===== config.mk =====
export PLATFORM = sky130hd
export DESIGN_NAME = vga_timing
export DESIGN_NICKNAME = d
export VERILOG_FILES = /design/src/rtl/vga_timing.sv
export SDC_FILE = /design/constraint.sdc
export NUM_CORES = 1
export LEC_CHECK = 0
export ABC_AREA = 1
export ABC_CLOCK_PERIOD_IN_PS = 4300
export CORE_MARGIN = 2
export CORE_UTILIZATION = 46
export CTS_BUF_LIST = sky130_fd_sc_hd__clkbuf_8
export CTS_CLUSTER_DIAMETER = 120
export DETAILED_ROUTE_END_ITERATION = 7
export PLACE_DENSITY = 0.7
export SLEW_MARGIN = 25
export SYNTH_ARGS = -nofsm -noshare
export SYNTH_HDL_FRONTEND = slang
export SYNTH_SLANG_ARGS = --single-unit

===== constraint.sdc =====
create_clock -name clock_50 -period 4.3 [get_ports clock_50]
set_input_delay 1.29 -clock clock_50 [delete_from_list [all_inputs] [get_ports clock_50]]
set_output_delay 1.29 -clock clock_50 [all_outputs]
set_load 0.01 [all_outputs]

===== src/rtl/vga_timing.sv =====
`timescale 1ns/1ps
`default_nettype none
// ============================================================================
// Module      : vga_timing
// Description : 640x480@60 raster timing for the ADV7123 DAC, pixel rate clock_50/2.
// Revision    : 1.0
// ============================================================================
module vga_timing #(
    parameter int H_ACTIVE = 640,
    parameter int H_FP     = 16,
    parameter int H_SYNC   = 96,
    parameter int H_BP     = 48,
    parameter int V_ACTIVE = 480,
    parameter int V_FP     = 10,
    parameter int V_SYNC   = 2,
    parameter int V_BP     = 33
) (
    input  logic       clock_50,
    input  logic       reset_n,
    output logic       vga_clk,
    output logic       vga_hs,
    output logic       vga_vs,
    output logic       vga_blank,
    output logic       vga_sync,
    output logic [9:0] x,
    output logic [9:0] y,
    output logic       pix_en,
    output logic       frame_start,
    output logic [7:0] frame_cnt
);

    localparam int CNT_W   = 10;
    localparam int H_TOTAL = H_ACTIVE + H_FP + H_SYNC + H_BP;
    localparam int V_TOTAL = V_ACTIVE + V_FP + V_SYNC + V_BP;

    localparam logic [CNT_W-1:0] H_LAST     = CNT_W'(H_TOTAL - 1);
    localparam logic [CNT_W-1:0] V_LAST     = CNT_W'(V_TOTAL - 1);
    localparam logic [CNT_W-1:0] H_VIS      = CNT_W'(H_ACTIVE);
    localparam logic [CNT_W-1:0] V_VIS      = CNT_W'(V_ACTIVE);
    localparam logic [CNT_W-1:0] HS_START   = CNT_W'(H_ACTIVE + H_FP);
    localparam logic [CNT_W-1:0] HS_END     = CNT_W'(H_ACTIVE + H_FP + H_SYNC);
    localparam logic [CNT_W-1:0] VS_START   = CNT_W'(V_ACTIVE + V_FP);
    localparam logic [CNT_W-1:0] VS_END     = CNT_W'(V_ACTIVE + V_FP + V_SYNC);

    logic             pix_en_q;
    logic [CNT_W-1:0] h_cnt_q, h_cnt_d;
    logic [CNT_W-1:0] v_cnt_q, v_cnt_d;
    logic             hs_q, hs_d;
    logic             vs_q, vs_d;
    logic             blank_q, blank_d;
    logic             fstart_q, fstart_d;
    logic [7:0]       fcnt_q, fcnt_d;
    logic             w_advance;

    assign w_advance = pix_en_q;

    // Next pixel position and its decode; only committed on an advance edge so
    // that counters and all video outputs always move together.
    always_comb begin
        h_cnt_d = h_cnt_q + 10'd1;
        v_cnt_d = v_cnt_q;
        if (h_cnt_q == H_LAST) begin
            h_cnt_d = '0;
            v_cnt_d = (v_cnt_q == V_LAST) ? '0 : v_cnt_q + 10'd1;
        end
        blank_d  = (h_cnt_d < H_VIS) && (v_cnt_d < V_VIS);
        hs_d     = !((h_cnt_d >= HS_START) && (h_cnt_d < HS_END));
        vs_d     = !((v_cnt_d >= VS_START) && (v_cnt_d < VS_END));
        fstart_d = w_advance && (h_cnt_d == '0) && (v_cnt_d == '0);
        fcnt_d   = fstart_d ? fcnt_q + 8'd1 : fcnt_q;
    end

    // Reset state is the decode of the last raster pixel, so the first advance
    // lands on (0,0) and starts frame 0.
    always_ff @(posedge clock_50 or negedge reset_n) begin
        if (!reset_n) begin
            pix_en_q <= 1'b0;
            h_cnt_q  <= H_LAST;
            v_cnt_q  <= V_LAST;
            hs_q     <= 1'b1;
            vs_q     <= 1'b1;
            blank_q  <= 1'b0;
            fstart_q <= 1'b0;
            fcnt_q   <= 8'hFF;
        end else begin
            pix_en_q <= ~pix_en_q;
            fstart_q <= fstart_d;
            fcnt_q   <= fcnt_d;
            if (w_advance) begin
                h_cnt_q <= h_cnt_d;
                v_cnt_q <= v_cnt_d;
                hs_q    <= hs_d;
                vs_q    <= vs_d;
                blank_q <= blank_d;
            end
        end
    end

    assign vga_clk     = pix_en_q;
    assign pix_en      = pix_en_q;
    assign vga_hs      = hs_q;
    assign vga_vs      = vs_q;
    assign vga_blank   = blank_q;
    assign vga_sync    = 1'b0;
    assign x           = h_cnt_q;
    assign y           = v_cnt_q;
    assign frame_start = fstart_q;
    assign frame_cnt   = fcnt_q;

endmodule
`default_nettype wire

==> results_dict.tcl, run 1 <==
set metrics [dict create \
    outcome "complete, no violations" \
    finalCritPeriodShare_pct 64.0 \
    reg2reg_to "frame_cnt[2]" \
    most-common-layout-cells "123 x nand2_1, 41 x nand3_1, 35 x clkdlybuf4s50_1" \
    swShare_pct 22.4 \
    cts_tree "yes" \
    mostFrequentLayoutCell "nand2_1" \
    cts.sinks 33 \
    path_delay_family "flip-flops" \
    setup_tns_ns 0 \
    criticalPathCategory "flip-flop to primary output" \
    antenna_found_initial 0 \
    irDropWorstVdd_v 0.000160 \
    final_area_um2 2930 \
    fin_ws_ns 1.55 \
    fin_nets 398 \
    drive_gt1_share_pct 15.8 \
    maxSlewHeadroom_pct 48.3 \
    r2r_cells 13 \
    cp_cell_sequence "clkdlybuf4s50_1" \
    post-route-util_pct 57.3 \
    grt_max_degree 34 \
    clock_skew_ns 0.0121 \
    path_clk_slew_ns 0.06 \
    cts_root_buf "clkbuf_8" \
    drc_errors 0 \
    area_growth_pct 19.8 \
    clock_latency_ns 0.29 \
    ys_types 36 \
    fmax_mhz 363 \
    leakagePower_nw 1.37 \
    drt_iter0_markers 127 \
    cts_setup_buffers 0 \
    wl_per_cell_um 13.1 \
    start_util_pct 47.8 \
    numPortBuffers 35 \
    hp-start "frame_cnt[7]" \
    grt_pass1_wl_um 10300 \
    avgSynthCellArea_um2 6.86 \
    ctsResizeCount 0 \
    cp_slowest_cell "dfstp_2" \
    crit_arrival_ns 1.46 \
    p_seq_share_pct 57.2 \
    power.total_mw 0.544 \
    grt_pass1_vias 2153 \
    cts-htree-levels 2 \
    pin_count 37 \
    end_kind "primary output" \
    p_int_mw 0.422 \
    num_vias 2354 \
    hold_viol_final 0 \
    ys_warn_count 0 \
    row_count 26 \
    holdPathStages 2 \
    gr-total-overflow 0 \
    worst_pin_slew_ns 0.771 \
    syn-instance-count 356 \
    power_density_nw_per_um2 186 \
    slew_violations 0 \
    min_to "frame_cnt[7]" \
    place_area_um2 2840 \
    ys_ff_latch 33 \
    holdBufCountCts 0 \
    power_switching_mw 0.122 \
    cts_buffer_depth 2 \
    grt_use_total_pct 21.8 \
    postRouteAntennaNets 0 \
    power_frac_comb_pct 1.5 \
    crit_buf_inv 1 \
    setup_viol 0 \
    clockPowerShare_pct 41.3 \
    timing.rr.start "x[0]" \
    die-area_um2 5910 \
    via_per_inst 5.10 \
    diodes 0 \
    numCtsBuffers 5 \
    hold_path_class "flip-flop to flip-flop" \
    start_kind "flip-flop" \
    maxCapViolations 0 \
    coreArea_um2 5110 \
    dr.pass1.iters 4 \
    die_x_um 76.8 \
    r2r_slack_ns 1.73 \
    synth_area_um2 2440 \
    pre_cts_slack_ns 1.74 \
    die_h_um 76.8 \
    wl_um 6070 \
    rsz0062_at_grt "false" \
    fin_crit_ns 2.75 \
    required_ns 3.01 \
    seq_area_frac_synth_pct 34.9 \
    dpl.hpwl_um 4500 \
    critical_path.max_stage_delay_ns 0.62 \
    synth_nets 363 \
    gp_congestion 0.909 \
    worstPathMaxFanout 7 \
]
-- state kept, by name, summed over array words and instances (netlist names) --
register,count
frame_start,1
x,10
frame_cnt,8
y,10
vga_hs,1
pix_en,1
vga_blank,1
vga_vs,1
-- power by group through the flow --
stage	clock network, mW	registers (mW)	logic [mW]
after floorplan	0	0.316	0.00105
after global placement	0	0.316	0.00827
after detailed placement	0	0.316	0.00870
after CTS	0.235	0.311	0.00869
after global routing	0.245	0.311	0.00933
final	0.225	0.311	0.00792
-- per-stage QoR --
step                      hold WS (ns)  cells
after floorplan                  0.481    356
after global placement           0.471    454
after detailed placement         0.473    454
after CTS                        0.485    462
after global routing             0.517    462
final                            0.483    462
-- worst max-delay path by stage --
stage / startpoint / end / cells after the start
after floorplan: x[0] / frame_cnt[0] / 12
after global placement: x[0] / frame_cnt[7] / 13
after detailed placement: x[0] / frame_cnt[7] / 13
after CTS: x[8] / x[8] / 1
after global routing: x[0] / frame_cnt[6] / 13
final: x[8] / x[8] / 1
-- cell type report --
cell class | instances | area (um2)
Fill cell | 483 | 2180
Multi-Input combinational cell | 275 | 1390
Sequential cell | 33 | 851
Timing Repair Buffer | 37 | 365
Inverter | 39 | 146
Tap cell | 70 | 87.6
Clock buffer | 5 | 68.8
Clock inverter | 3 | 13.8
-- synth_stat cells, drive strengths merged --
library cell | number | area (um2)
nor2 | 45 | 243
nand4 | 9 | 62.6
clkinv | 2 | 7.51
o21bai | 1 | 7.51
xor2 | 4 | 35.0
a21oi | 3 | 15.0
ha | 5 | 62.6
o21a | 1 | 7.51
nand3b | 1 | 20.0
dfstp | 20 | 526
buf | 5 | 36.3
o22ai | 1 | 6.26
clkbuf | 4 | 15.0
nor3b | 1 | 7.51
nand3 | 44 | 243
conb | 1 | 3.75
and2 | 1 | 6.26
nand2 | 129 | 509
inv | 37 | 139
dfrtp | 13 | 325
o21ai | 25 | 133
nor3 | 1 | 5.00
xnor2 | 3 | 26.3
-- kinds of logic after synthesis --
| group | Yosys count | share of synthesized area (%) |
|---|---|---|
| xor gates and xnor gates | 7 | 2.51 |
| and+or+nand+nor | 231 | 44.9 |
| other | 1 | 0.154 |
| adders and majority gates | 5 | 2.56 |
| DFF | 33 | 34.9 |
| AOI/OAI and AO/OA | 31 | 6.92 |
| buffers and inverters | 48 | 8.10 |
-- routing by layer --
metal | wire, um | track usage [%] | part of all wire [%]
met5 | 0 | 0 | 0
met4 | 99 | 6.91 | 1.6
met3 | 234 | 3.65 | 3.9
met2 | 2850 | 35.3 | 47
met1 | 2890 | 29.8 | 48
(Power assumes the default switching activity.)
==> run 2: changes to the inputs <==
--- a/config.mk
+++ b/config.mk
@@ -6,7 +6,7 @@
 export NUM_CORES = 1
 export LEC_CHECK = 0
 export ABC_AREA = 1
-export ABC_CLOCK_PERIOD_IN_PS = 4300
+export ABC_CLOCK_PERIOD_IN_PS = 2800
 export CORE_MARGIN = 2
 export CORE_UTILIZATION = 46
 export CTS_BUF_LIST = sky130_fd_sc_hd__clkbuf_8
==> constraint.sdc (replaced) <==
create_clock -name clock_50 -period 2.8 [get_ports clock_50]
set_input_delay 0.84 -clock clock_50 [delete_from_list [all_inputs] [get_ports clock_50]]
set_output_delay 0.84 -clock clock_50 [all_outputs]
set_load 0.01 [all_outputs]
==> results_dict.tcl, run 2 (same netlist as run 1, synthesis figures left out) <==
set metrics [dict create \
    start_util_pct 47.8 \
    diodes 0 \
    num_vias 2391 \
    power_density_nw_per_um2 289 \
    critPathCapture "frame_cnt[3]" \
    end_kind "flip-flop" \
    fin_crit_ns 2.32 \
    hold_path_class "flip-flop to flip-flop" \
    start_kind "flip-flop" \
    r2r_slack_ns 0.48 \
    cts_setup_buffers 0 \
    p_int_mw 0.673 \
    pre_cts_slack_ns 0.504 \
    cts.sinks 33 \
    pin_count 37 \
    via_per_inst 5.15 \
    fmax_mhz 431 \
    grt_pass1_wl_um 10800 \
    cts-htree-levels 2 \
    antenna_found_initial 0 \
    finalCritPeriodShare_pct 82.9 \
    area_growth_pct 20.8 \
    fin_ws_ns 0.478 \
    clock_skew_ns 0.00807 \
    grt_pass1_vias 2320 \
    die_h_um 76.8 \
    irDropWorstVdd_v 0.000299 \
    crit_arrival_ns 2.55 \
    outcome "complete, no violations" \
    mostFrequentLayoutCell "nand2_1" \
    r2r_cells 14 \
    wl_per_cell_um 13.0 \
    postRouteAntennaNets 0 \
    drt_iter0_markers 122 \
    power_frac_comb_pct 1.4 \
    leakagePower_nw 1.38 \
    die_x_um 76.8 \
    reg2reg_to "frame_cnt[3]" \
    dr.pass1.iters 4 \
    fin_nets 400 \
    path_clk_slew_ns 0.06 \
    slew_violations 0 \
    crit_path_start "x[0]" \
    die-area_um2 5910 \
    criticalPathCategory "flip-flop to flip-flop" \
    numCtsBuffers 5 \
    clockPowerShare_pct 42.4 \
    cts_root_buf "clkbuf_8" \
    nFillCells 493 \
    placedCellCount 456 \
    required_ns 3.03 \
    post-route-util_pct 57.7 \
    p_seq_share_pct 56.2 \
    layout.cells.non_filler 464 \
    power_switching_mw 0.178 \
    holdBufCountCts 0 \
    worstPathMaxFanout 11 \
    hp-start "frame_cnt[1]" \
    cts_buffer_depth 2 \
    drc_errors 0 \
    gp_congestion 1.00 \
    setup_tns_ns 0 \
    clock_latency_ns 0.28 \
    numPortBuffers 35 \
    gr-total-overflow 0 \
    dpl.hpwl_um 4580 \
    maxCapViolations 0 \
    ctsResizeCount 0 \
    cts_tree "yes" \
    hold_viol_final 0 \
    most-common-layout-cells "123 x nand2_1, 41 x nand3_1, 35 x clkdlybuf4s50_1" \
    coreArea_um2 5110 \
    whs_ns 0.488 \
    wl_um 6040 \
    swShare_pct 20.9 \
    drive_gt1_share_pct 16.0 \
    grt_use_total_pct 22.3 \
    grt_max_degree 34 \
    rsz0062_at_grt "false" \
    row_count 26 \
    setup_viol 0 \
    timing.rr.start "x[0]" \
]
-- run 2: changes by cell type in the layout (fill, tap and decap cells not counted) --
cell      before  now
clkbuf_8       5    6
buf_4          2    4
inv_1         30   31
clkinv_2       2    0
-- run 2: worst min-delay path by stage --
stage	depth (start not counted)	to	slack [ns]
after floorplan	2	frame_cnt[7]	0.48
after global placement	2	frame_cnt[7]	0.47
after detailed placement	2	frame_cnt[1]	0.48
after CTS	2	frame_cnt[1]	0.49
after global routing	2	frame_cnt[5]	0.52
final	2	frame_cnt[1]	0.49
-- run 2: cell type report --
type / instances / area (um2) / share of cell area [%]
inverter: 39 / 146 / 4.97
tap: 70 / 87.6 / 2.97
timing repair buffer: 39 / 380 / 12.9
multi-input combinational: 275 / 1390 / 47.2
sequential: 33 / 851 / 28.9
clock buffer: 6 / 82.6 / 2.80
clock inverter: 2 / 7.51 / 0.255
-- run 2: routing by layer --
layer / vias up / track usage [%] / routed length (um)
met5: - / 0 / 0
met4: 0 / 10.0 / 131
met3: 11 / 3.65 / 317
met2: 73 / 36.0 / 2850
met1: 1097 / 29.5 / 2750
li1: 1210 / - / -
-- run 2: power by group through the flow --
stage               Clock, mW  Combinational, mW  Sequential, mW
floorplan                   0            0.00162           0.486
global placement            0             0.0129           0.486
detailed placement          0             0.0130           0.486
CTS                     0.374             0.0132           0.478
global route            0.395             0.0143           0.478
finish                  0.361             0.0119           0.478
-- run 2: critical path: stages, from the launching register on --
cell and delay, ns:
dfstp_2 0.58, ha_1 0.21, nand2_1 0.10, nor2_4 0.14, nand4_1 0.10, buf_4 0.19
nand2_1 0.08, inv_1 0.04, nor2_1 0.18, nand2_1 0.10, nor2_2 0.10, nand2_1 0.08
nor2_4 0.17, nand3_1 0.10, nand2_1 0.08
-- run 2: stage by stage --
step | area, um2 | total power, mW
6_report | 2950 | 0.851
3_5_place_dp | 2860 | 0.499
5_1_grt | 2950 | 0.887
4_1_cts | 2950 | 0.865
3_3_place_gp | 2860 | 0.499
2_1_floorplan | 2440 | 0.488
